### src/rtl/led_pattern_gen_if.sv
// Control and LED-drive bundle for led_pattern_gen.
// en/mode/speed are static levels from the controller; step_o is a one-cycle strobe with no back-pressure.
interface led_pattern_gen_if #(
  parameter int N_LED = 4
);
  logic             en;
  logic [1:0]       mode;
  logic [1:0]       speed;
  logic [N_LED-1:0] led_data;
  logic             step_o;
  logic [1:0]       dbg_mode;
  logic             dbg_dir;

  modport master (
    output en, mode, speed,
    input  led_data, step_o, dbg_mode, dbg_dir
  );

  modport slave (
    input  en, mode, speed,
    output led_data, step_o, dbg_mode, dbg_dir
  );
endinterface

### src/rtl/led_pattern_gen.sv
// Parametrised LED pattern generator: base tick timer, 2^speed prescaler and
// four patterns (rotate-left, rotate-right, bounce, blink-all).
module led_pattern_gen #(
  parameter int              N_LED       = 4,
  parameter longint unsigned TICK_CYCLES = 200000000
) (
  input logic              clk,
  input logic              rstn,
  led_pattern_gen_if.slave bus
);
  localparam int CW = (TICK_CYCLES > 1) ? $clog2(TICK_CYCLES) : 1;
  localparam logic [CW-1:0] TERM = CW'(TICK_CYCLES - 1);

  typedef enum logic [1:0] {ROT_L = 2'd0, ROT_R = 2'd1, BOUNCE = 2'd2, BLINK = 2'd3} mode_t;
  typedef enum logic {UP = 1'b0, DOWN = 1'b1} dir_t;

  logic [CW-1:0]    cnt;
  logic [2:0]       pre;
  logic [2:0]       limit;
  mode_t            cur_mode;
  dir_t             dir;
  logic [N_LED-1:0] led;
  logic             step_r;

  logic             tick;
  mode_t            req_mode;
  logic [N_LED-1:0] next_led;
  dir_t             next_dir;

  assign tick     = (cnt == TERM);
  assign req_mode = mode_t'(bus.mode);

  always_comb begin
    limit = 3'd0;
    case (bus.speed)
      2'd0: limit = 3'd0;
      2'd1: limit = 3'd1;
      2'd2: limit = 3'd3;
      default: limit = 3'd7;
    endcase
  end

  // Pattern to show on the next step; a mode change always reloads a clean start pattern.
  always_comb begin
    next_led = led;
    next_dir = dir;
    if (req_mode != cur_mode) begin
      next_dir = UP;
      case (req_mode)
        ROT_L:   next_led = {{(N_LED-1){1'b0}}, 1'b1};
        ROT_R:   next_led = {1'b1, {(N_LED-1){1'b0}}};
        BOUNCE:  next_led = {{(N_LED-1){1'b0}}, 1'b1};
        default: next_led = '1;
      endcase
    end else begin
      case (cur_mode)
        ROT_L:   next_led = {led[N_LED-2:0], led[N_LED-1]};
        ROT_R:   next_led = {led[0], led[N_LED-1:1]};
        BOUNCE: begin
          if (dir == UP) begin
            next_led = {led[N_LED-2:0], 1'b0};
            next_dir = led[N_LED-2] ? DOWN : UP;
          end else begin
            next_led = {1'b0, led[N_LED-1:1]};
            next_dir = led[1] ? UP : DOWN;
          end
        end
        default: next_led = ~led;
      endcase
    end
  end

  always_ff @(posedge clk or negedge rstn) begin
    if (!rstn) begin
      cnt      <= '0;
      pre      <= 3'd0;
      cur_mode <= ROT_L;
      dir      <= UP;
      led      <= {{(N_LED-1){1'b0}}, 1'b1};
      step_r   <= 1'b0;
    end else begin
      step_r <= 1'b0;
      if (bus.en) begin
        if (tick) begin
          cnt <= '0;
          // >= so that lowering speed mid-count steps on the very next tick.
          if (pre >= limit) begin
            pre      <= 3'd0;
            step_r   <= 1'b1;
            cur_mode <= req_mode;
            dir      <= next_dir;
            led      <= next_led;
          end else begin
            pre <= pre + 3'd1;
          end
        end else begin
          cnt <= cnt + CW'(1);
        end
      end
    end
  end

  assign bus.led_data = led;
  assign bus.step_o   = step_r;
  assign bus.dbg_mode = cur_mode;
  assign bus.dbg_dir  = dir;
endmodule

### src/flat_wrapper.sv
// flat-port wrapper written by rule: the top's interface ports become plain ports
module led_pattern_gen_flat 
#(
  parameter int              N_LED       = 4,
  parameter longint unsigned TICK_CYCLES = 200000000
)
  (clk, rstn, bus_en, bus_mode, bus_speed, bus_led_data, bus_step_o, bus_dbg_mode, bus_dbg_dir);
  led_pattern_gen_if #(.N_LED(N_LED)) bus_i ();
  input logic clk;
  input logic rstn;
  input wire logic [$bits(bus_i.en)-1:0] bus_en;
  input wire logic [$bits(bus_i.mode)-1:0] bus_mode;
  input wire logic [$bits(bus_i.speed)-1:0] bus_speed;
  output wire logic [$bits(bus_i.led_data)-1:0] bus_led_data;
  output wire logic [$bits(bus_i.step_o)-1:0] bus_step_o;
  output wire logic [$bits(bus_i.dbg_mode)-1:0] bus_dbg_mode;
  output wire logic [$bits(bus_i.dbg_dir)-1:0] bus_dbg_dir;
  assign bus_i.en = bus_en;
  assign bus_i.mode = bus_mode;
  assign bus_i.speed = bus_speed;
  assign bus_led_data = bus_i.led_data;
  assign bus_step_o = bus_i.step_o;
  assign bus_dbg_mode = bus_i.dbg_mode;
  assign bus_dbg_dir = bus_i.dbg_dir;
  led_pattern_gen #(.N_LED(N_LED), .TICK_CYCLES(TICK_CYCLES)) u_core (.clk(clk), .rstn(rstn), .bus(bus_i));
endmodule
### config.mk
export PLATFORM = sky130hd
export DESIGN_NAME = led_pattern_gen_flat
export DESIGN_NICKNAME = d
export VERILOG_FILES = /design/src/rtl/led_pattern_gen_if.sv /design/src/rtl/led_pattern_gen.sv /design/src/flat_wrapper.sv
export SDC_FILE = /design/constraint.sdc
export NUM_CORES = 1
export LEC_CHECK = 0
export CAP_MARGIN = 20
export CORE_ASPECT_RATIO = 1.5
export CORE_MARGIN = 3
export CORE_UTILIZATION = 63
export DETAILED_ROUTE_END_ITERATION = 6
export GPL_TIMING_DRIVEN = 0
export PLACE_DENSITY = 0.82
export SLEW_MARGIN = 40
export SYNTH_ARGS = -nofsm -noshare
export SYNTH_HDL_FRONTEND = slang
export SYNTH_SLANG_ARGS = --single-unit
### constraint.sdc
create_clock -name clk -period 3.9 [get_ports clk]
set_clock_uncertainty 0.1 [all_clocks]
set_input_delay 0.78 -clock clk [delete_from_list [all_inputs] [get_ports clk]]
set_output_delay 0.78 -clock clk [all_outputs]
set_load 0.02 [all_outputs]
==> impl_metrics.json <==
{
  "vias": 1714,
  "cts_root_buffer": "clkbuf_8",
  "slew_viol_final": 0,
  "cts_buffers": 5,
  "met3_usage": 0.0531,
  "diodes": 0,
  "wire_per_inst_um": 14.5,
  "globalRouteMet2Util": 0.365,
  "layout-drive-gt1-share": 0.116,
  "stdcell_count": 291,
  "place_hpwl_mm": 2.96,
  "yosys.area_share.adder": 0.0284,
  "relSlewSlack": 0.521,
  "grt-ovfl-total": 0,
  "ys_ff_latch": 39,
  "synth_compound_area_frac": 0.101,
  "outcome": "finished clean",
  "dp.cells": 283,
  "grt_pass1_wl_mm": 7.49,
  "post_cts_buffers": 0,
  "hold_violations": 0,
  "fin_nets": 262,
  "synthXorXnorAreaFrac": 0.108,
  "first_iter_violations": 51,
  "antenna_found_initial": 0,
  "period_needed_ns": 2.82,
  "power-per-cell-area_mw_per_mm2": 359,
  "synth.most_common_cell": "dfrtp_1",
  "num-fill-cells": 256,
  "critPathMaxFanout": 7,
  "worst_slew_pin_slew_ns": 0.712,
  "path_buf_inv": 2,
  "setup_viol": 0,
  "clock-sinks": 39,
  "synth_top_cell_by_area": "dfrtp_1",
  "io_pins": 15,
  "setup_tns_ns": 0,
  "crit_type": "in -> reg",
  "grt_max_degree": 40,
  "end_kind": "register",
  "io_buffer_count": 13,
  "clk_latency_ns": 0.29,
  "drc": 0,
  "syn_to_final_growth_pct": 12.8,
  "p_leak_nw": 1.15,
  "synth_ff_type": "dfrtp_1",
  "p_total_uw": 890,
  "yosys.area_share.simple": 0.245,
  "cts_resized": 0,
  "die_h_um": 78.4,
  "arrival_ns": 2.90,
  "start_util": 0.676,
  "netlist_area_mm2": 0.00220,
  "max_freq_mhz": 355,
  "grt_pass1_vias": 1642,
  "ys_types": 43,
  "postSynthAreaPerCell_um2": 9.56,
  "top_usage_layer": "met2",
  "synthCells": 230,
  "use_met1": 0.307,
  "netlist.area_leader.share": 0.432,
  "crit_chain": "clkdlybuf4s50_1 -> or2_2 -> ha_1 -> nand2b_1 -> a31oi_1 -> inv_1 -> nand2_2 -> mux2_2",
  "crit_path_max_incr_delay_ns": 0.44,
  "cpMaxStageDelayCell": "clkdlybuf4s50_1",
  "place_congestion": 0.921,
  "postCtsHoldBufs": 0,
  "clockBufferDepth": 2,
  "firstDrtPassIters": 4,
  "seq_area_frac_synth": 0.444,
  "synth_common_cells": "dfrtp_1 (38), nand2_1 (24), nor2_1 (24), xor2_1 (18), nand4_1 (12)",
  "async_reset_ff_frac": 1.00,
  "synthMuxAreaShare": 0.0455,
  "dieArea_mm2": 0.00425,
  "wl_mm": 4.22,
  "cts_tree": "yes",
  "synthTopCellsByArea": "dfrtp_1 (43%), xor2_1 (7.2%), mux2_2 (4.1%)",
  "syn-num-nets": 242,
  "hold_path_class": "in -> async",
  "path_clk_slew_ns": 0.08,
  "vias_per_cell": 5.89,
  "rsz0062_at_grt": "false",
  "fp.dieW_um": 54.2,
  "ant_nets": 0,
  "synth_top_family_by_area": "simple AND/OR/NAND/NOR gates",
  "synth_edf_count": 0,
  "ys_warn_count": 0,
  "cp_top_family": "simple AND/OR/NAND/NOR gates",
  "start_kind": "input port",
  "max-cap-violations": 0,
  "htreeDepth": 2,
  "fp.coreArea_mm2": 0.00325,
  "grt_usage": 0.237,
  "ir_drop_mv": 0.349,
  "rows": 25,
  "finalCritPeriodShare": 0.722,
  "required_ns": 3.98
}
final timing paths:
check / slack (ns) / end / from / cells after the start
worst max-delay path: 1.08 / u_core.bus.led_data[1] / bus_speed[1] / 8
worst min-delay path: 0.35 / u_core.cnt[11] / rstn / 1
worst max register to register: 1.71 / u_core.cnt[14] / u_core.cnt[12] / 6
worst min register to register: 0.39 / u_core.cnt[8] / u_core.cnt[8] / 1
max in group asynchronous: 2.99 / u_core.bus.led_data[0] / rstn / 1
min in group clk: 0.39 / u_core.cnt[8] / u_core.cnt[8] / 1
cell type report:
| cell class | instances | area [um^2] | area share |
|---|---|---|---|
| Buffer | 9 | 36.3 | 0.0146 |
| Clock buffer | 7 | 96.3 | 0.0388 |
| Clock inverter | 1 | 7.51 | 0.00303 |
| Inverter | 7 | 26.3 | 0.0106 |
| Multi-Input combinational cell | 175 | 1160 | 0.467 |
| Sequential cell | 39 | 977 | 0.394 |
| Tap cell | 40 | 50.0 | 0.0202 |
| Timing Repair Buffer | 13 | 128 | 0.0514 |
report_power, final:
part / total, mW / switching (mW) / internal (mW)
logic: 0.121 / 0.0685 / 0.0530
clock network: 0.303 / 0.142 / 0.161
registers: 0.466 / 0.0314 / 0.434
sequential cells by signal (all words and copies together), names as in the netlist:
name,cells
u_core.cnt,28
u_core.pre,3
u_core.bus.dbg_dir,1
u_core.bus.step_o,1
u_core.bus.dbg_mode,2
u_core.bus.led_data,4
per-stage QoR:
step	utilization	hold slack, ns	area [um^2]	setup WS [ns]
CTS	0.763	0.359	2480	1.07
finish	0.763	0.347	2480	1.08
detailed placement	0.731	0.381	2380	0.773
global route	0.763	0.368	2480	0.938
floorplan	-	0.356	2200	1.39
global placement	0.732	0.371	2380	0.805
placed cells by master (no fill, tap or decap), types with 2 or more instances in the layout:
master / netlist / layout
a22o_1: 2 / 2
a21o_1: 4 / 4
nand4_1: 12 / 12
clkdlybuf4s50_1: 0 / 12
and4_1: 2 / 2
clkbuf_1: 6 / 6
o21ai_0: 8 / 8
or3_1: 2 / 2
a211oi_1: 2 / 2
mux2_2: 8 / 8
nand2b_1: 4 / 4
buf_2: 2 / 2
xnor2_1: 9 / 9
nor4_2: 2 / 2
a21bo_2: 2 / 2
o31ai_1: 2 / 2
inv_1: 7 / 7
and3_1: 4 / 4
nor4_1: 4 / 4
nor3_1: 3 / 3
nand2_1: 24 / 24
nand3_1: 10 / 10
xor2_1: 18 / 18
clkbuf_8: 0 / 7
ha_1: 5 / 5
nor2_1: 24 / 24
dfrtp_1: 38 / 38
a21oi_1: 9 / 9
kinds of logic after synthesis:
family                     Yosys count
AOI/OAI and AO/OA                   34
xor gates and xnor gates            27
adders and majority gates            5
buffers and inverters               16
DFF                                 39
muxes                                9
and+or+nand+nor                    100
layer usage:
layer  wire [um]  up-vias
met5           0        -
met4          78        0
met3         127        7
met2        2100       35
met1        1910      822
li1            -      850
(Power assumes the default switching activity.)
==> edit: new RTL, same settings <==
`TICK_CYCLES` is set to 200000000 in 2 places; all go to 100000000.
--- a/src/rtl/led_pattern_gen.sv
+++ b/src/rtl/led_pattern_gen.sv
@@ -3,5 +3,5 @@
 module led_pattern_gen #(
   parameter int              N_LED       = 4,
-  parameter longint unsigned TICK_CYCLES = 200000000
+  parameter longint unsigned TICK_CYCLES = 100000000
 ) (
   input logic              clk,
--- a/src/flat_wrapper.sv
+++ b/src/flat_wrapper.sv
@@ -3,5 +3,5 @@
 #(
   parameter int              N_LED       = 4,
-  parameter longint unsigned TICK_CYCLES = 200000000
+  parameter longint unsigned TICK_CYCLES = 100000000
 )
   (clk, rstn, bus_en, bus_mode, bus_speed, bus_led_data, bus_step_o, bus_dbg_mode, bus_dbg_dir);
Behaviour: same outputs for any inputs over 10 cycles, from zero or initial values and one cycle with rstn low; that may be too few to reach the edited logic, so the function may still have changed.
==> edit against the original RTL <==
- total power is 7.3% lower
- final area is 4.1% higher
- worst setup slack got worse by 0.030 ns
- clock power fell by 8.9%
- largest cell class unchanged
- critical path type unchanged
- core utilization shrank 1.3 points
- sequential cell count is 1 lower
- synthesized area up 3.5%
- largest power group unchanged
- wire length up 13%
==> edit: results (changes against the original RTL) <==
Critical path:
- The maximum fanout along the worst path is 8 (+1).
- The flop-to-flop setup slack is 1.83 ns (+0.12 ns).
- In this run the critical register-to-register path is launched from u_core.pre[0]$_DFFE_PN0P_.

Power:
- The net switching power came to 0.2145 mW (-11%).
- The worst-case vdd ir drop is 0.2751 mV (-21%).
- The combinational cell fraction of total power came to 0.111 (-0.025).
- The part of the total power dissipated in the clock network was 0.335 (-0.005).
- The leakage dissipation is 1.086 nW (-5.3%).
- The sum of internal, switching and leakage power is 0.8255 mW (-7.3%).

Route:
- The aggregate routed wire length came to 4794 microns (+13%).
- The total vias in the final route was 1893 (+10%).
- The count of routing violations after the opening detailed-route iteration is 48 (-5.9%).

Global routing:
- The global-route met2 utilization came to 0.4348 (+0.07033).
- The number of global-route vias before repair is 1840 (+12%).
- The met3 track utilization from global routing is 0.05421 (+0.001075).
- The global-route wire length before repair was 8031 microns (+7.3%).
- The met1 track demand over resource in global routing was 0.2762 (-0.03091).
- The overall track demand over capacity in global routing is 0.2508 (+0.01387).

Finish:
- The storage element area was 952.2 sq um (-2.6%).
- The final net count is 275 (+5.0%).
- The fraction of layout cells with a size suffix above 1 is 0.1250 (+0.009462).
- The flip-flop count of the largest register, all copies and words added is 27 (-3.6%).
- The final cell count without fillers is 306 (+5.2%).

Run status:
- The run finished with clean final reports.

Synthesis:
- The number of distinct standard cells referenced by the synthesized netlist is 56 (+30%).
- The sequential fraction of the synthesis area is 0.4181 (-0.02612).
- The net count after synthesis came to 253 (+4.5%).

Timing:
- The final hold slack is 0.3233 ns (-0.02404 ns).
- The timing-limited maximum frequency is 351.4 MHz (-1.1%).
- The relative slew slack is 0.6360 (+0.1148).

Placement:
- The number of buffers added on ports was 14 (+1).
- The post-place instance area came to 2492 sq um (+4.8%).
- The HPWL after detailed placement is 3486 microns (+18%).
- The worst slack after detailed placement is 0.7625 ns (-0.01018 ns).
-- edit: cell type report --
type                       count  area share
buffer                        11     0.02712
clock buffer                   7     0.03341
clock inverter                 1    0.001937
inverter                       8     0.01162
multi-input combinational    184      0.4741
sequential                    38      0.3685
tap                           42     0.02034
timing repair buffer          15     0.06295
-- edit: worst max-delay path: stages --
cell	delay [ns]
clkdlybuf4s50_1	0.44
or2_2	0.29
ha_1	0.26
nand2b_1	0.12
a211oi_1	0.13
nor4b_4	0.54
mux2_4	0.35
-- edit: kinds of logic after synthesis --
group,after synthesis,share of synthesized area
simple gates,101,0.2692
mux,6,0.02967
fa+ha+maj,5,0.02747
compound gates,57,0.1538
xor+xnor,15,0.05769
flops,38,0.4181
buf+inv,19,0.04395
-- edit: per-layer routing --
metal / wire (microns) / share of wire
met3: 169 / 0.035
met2: 2544 / 0.53
met1: 1937 / 0.40
met4: 143 / 0.030
met5: 0 / 0
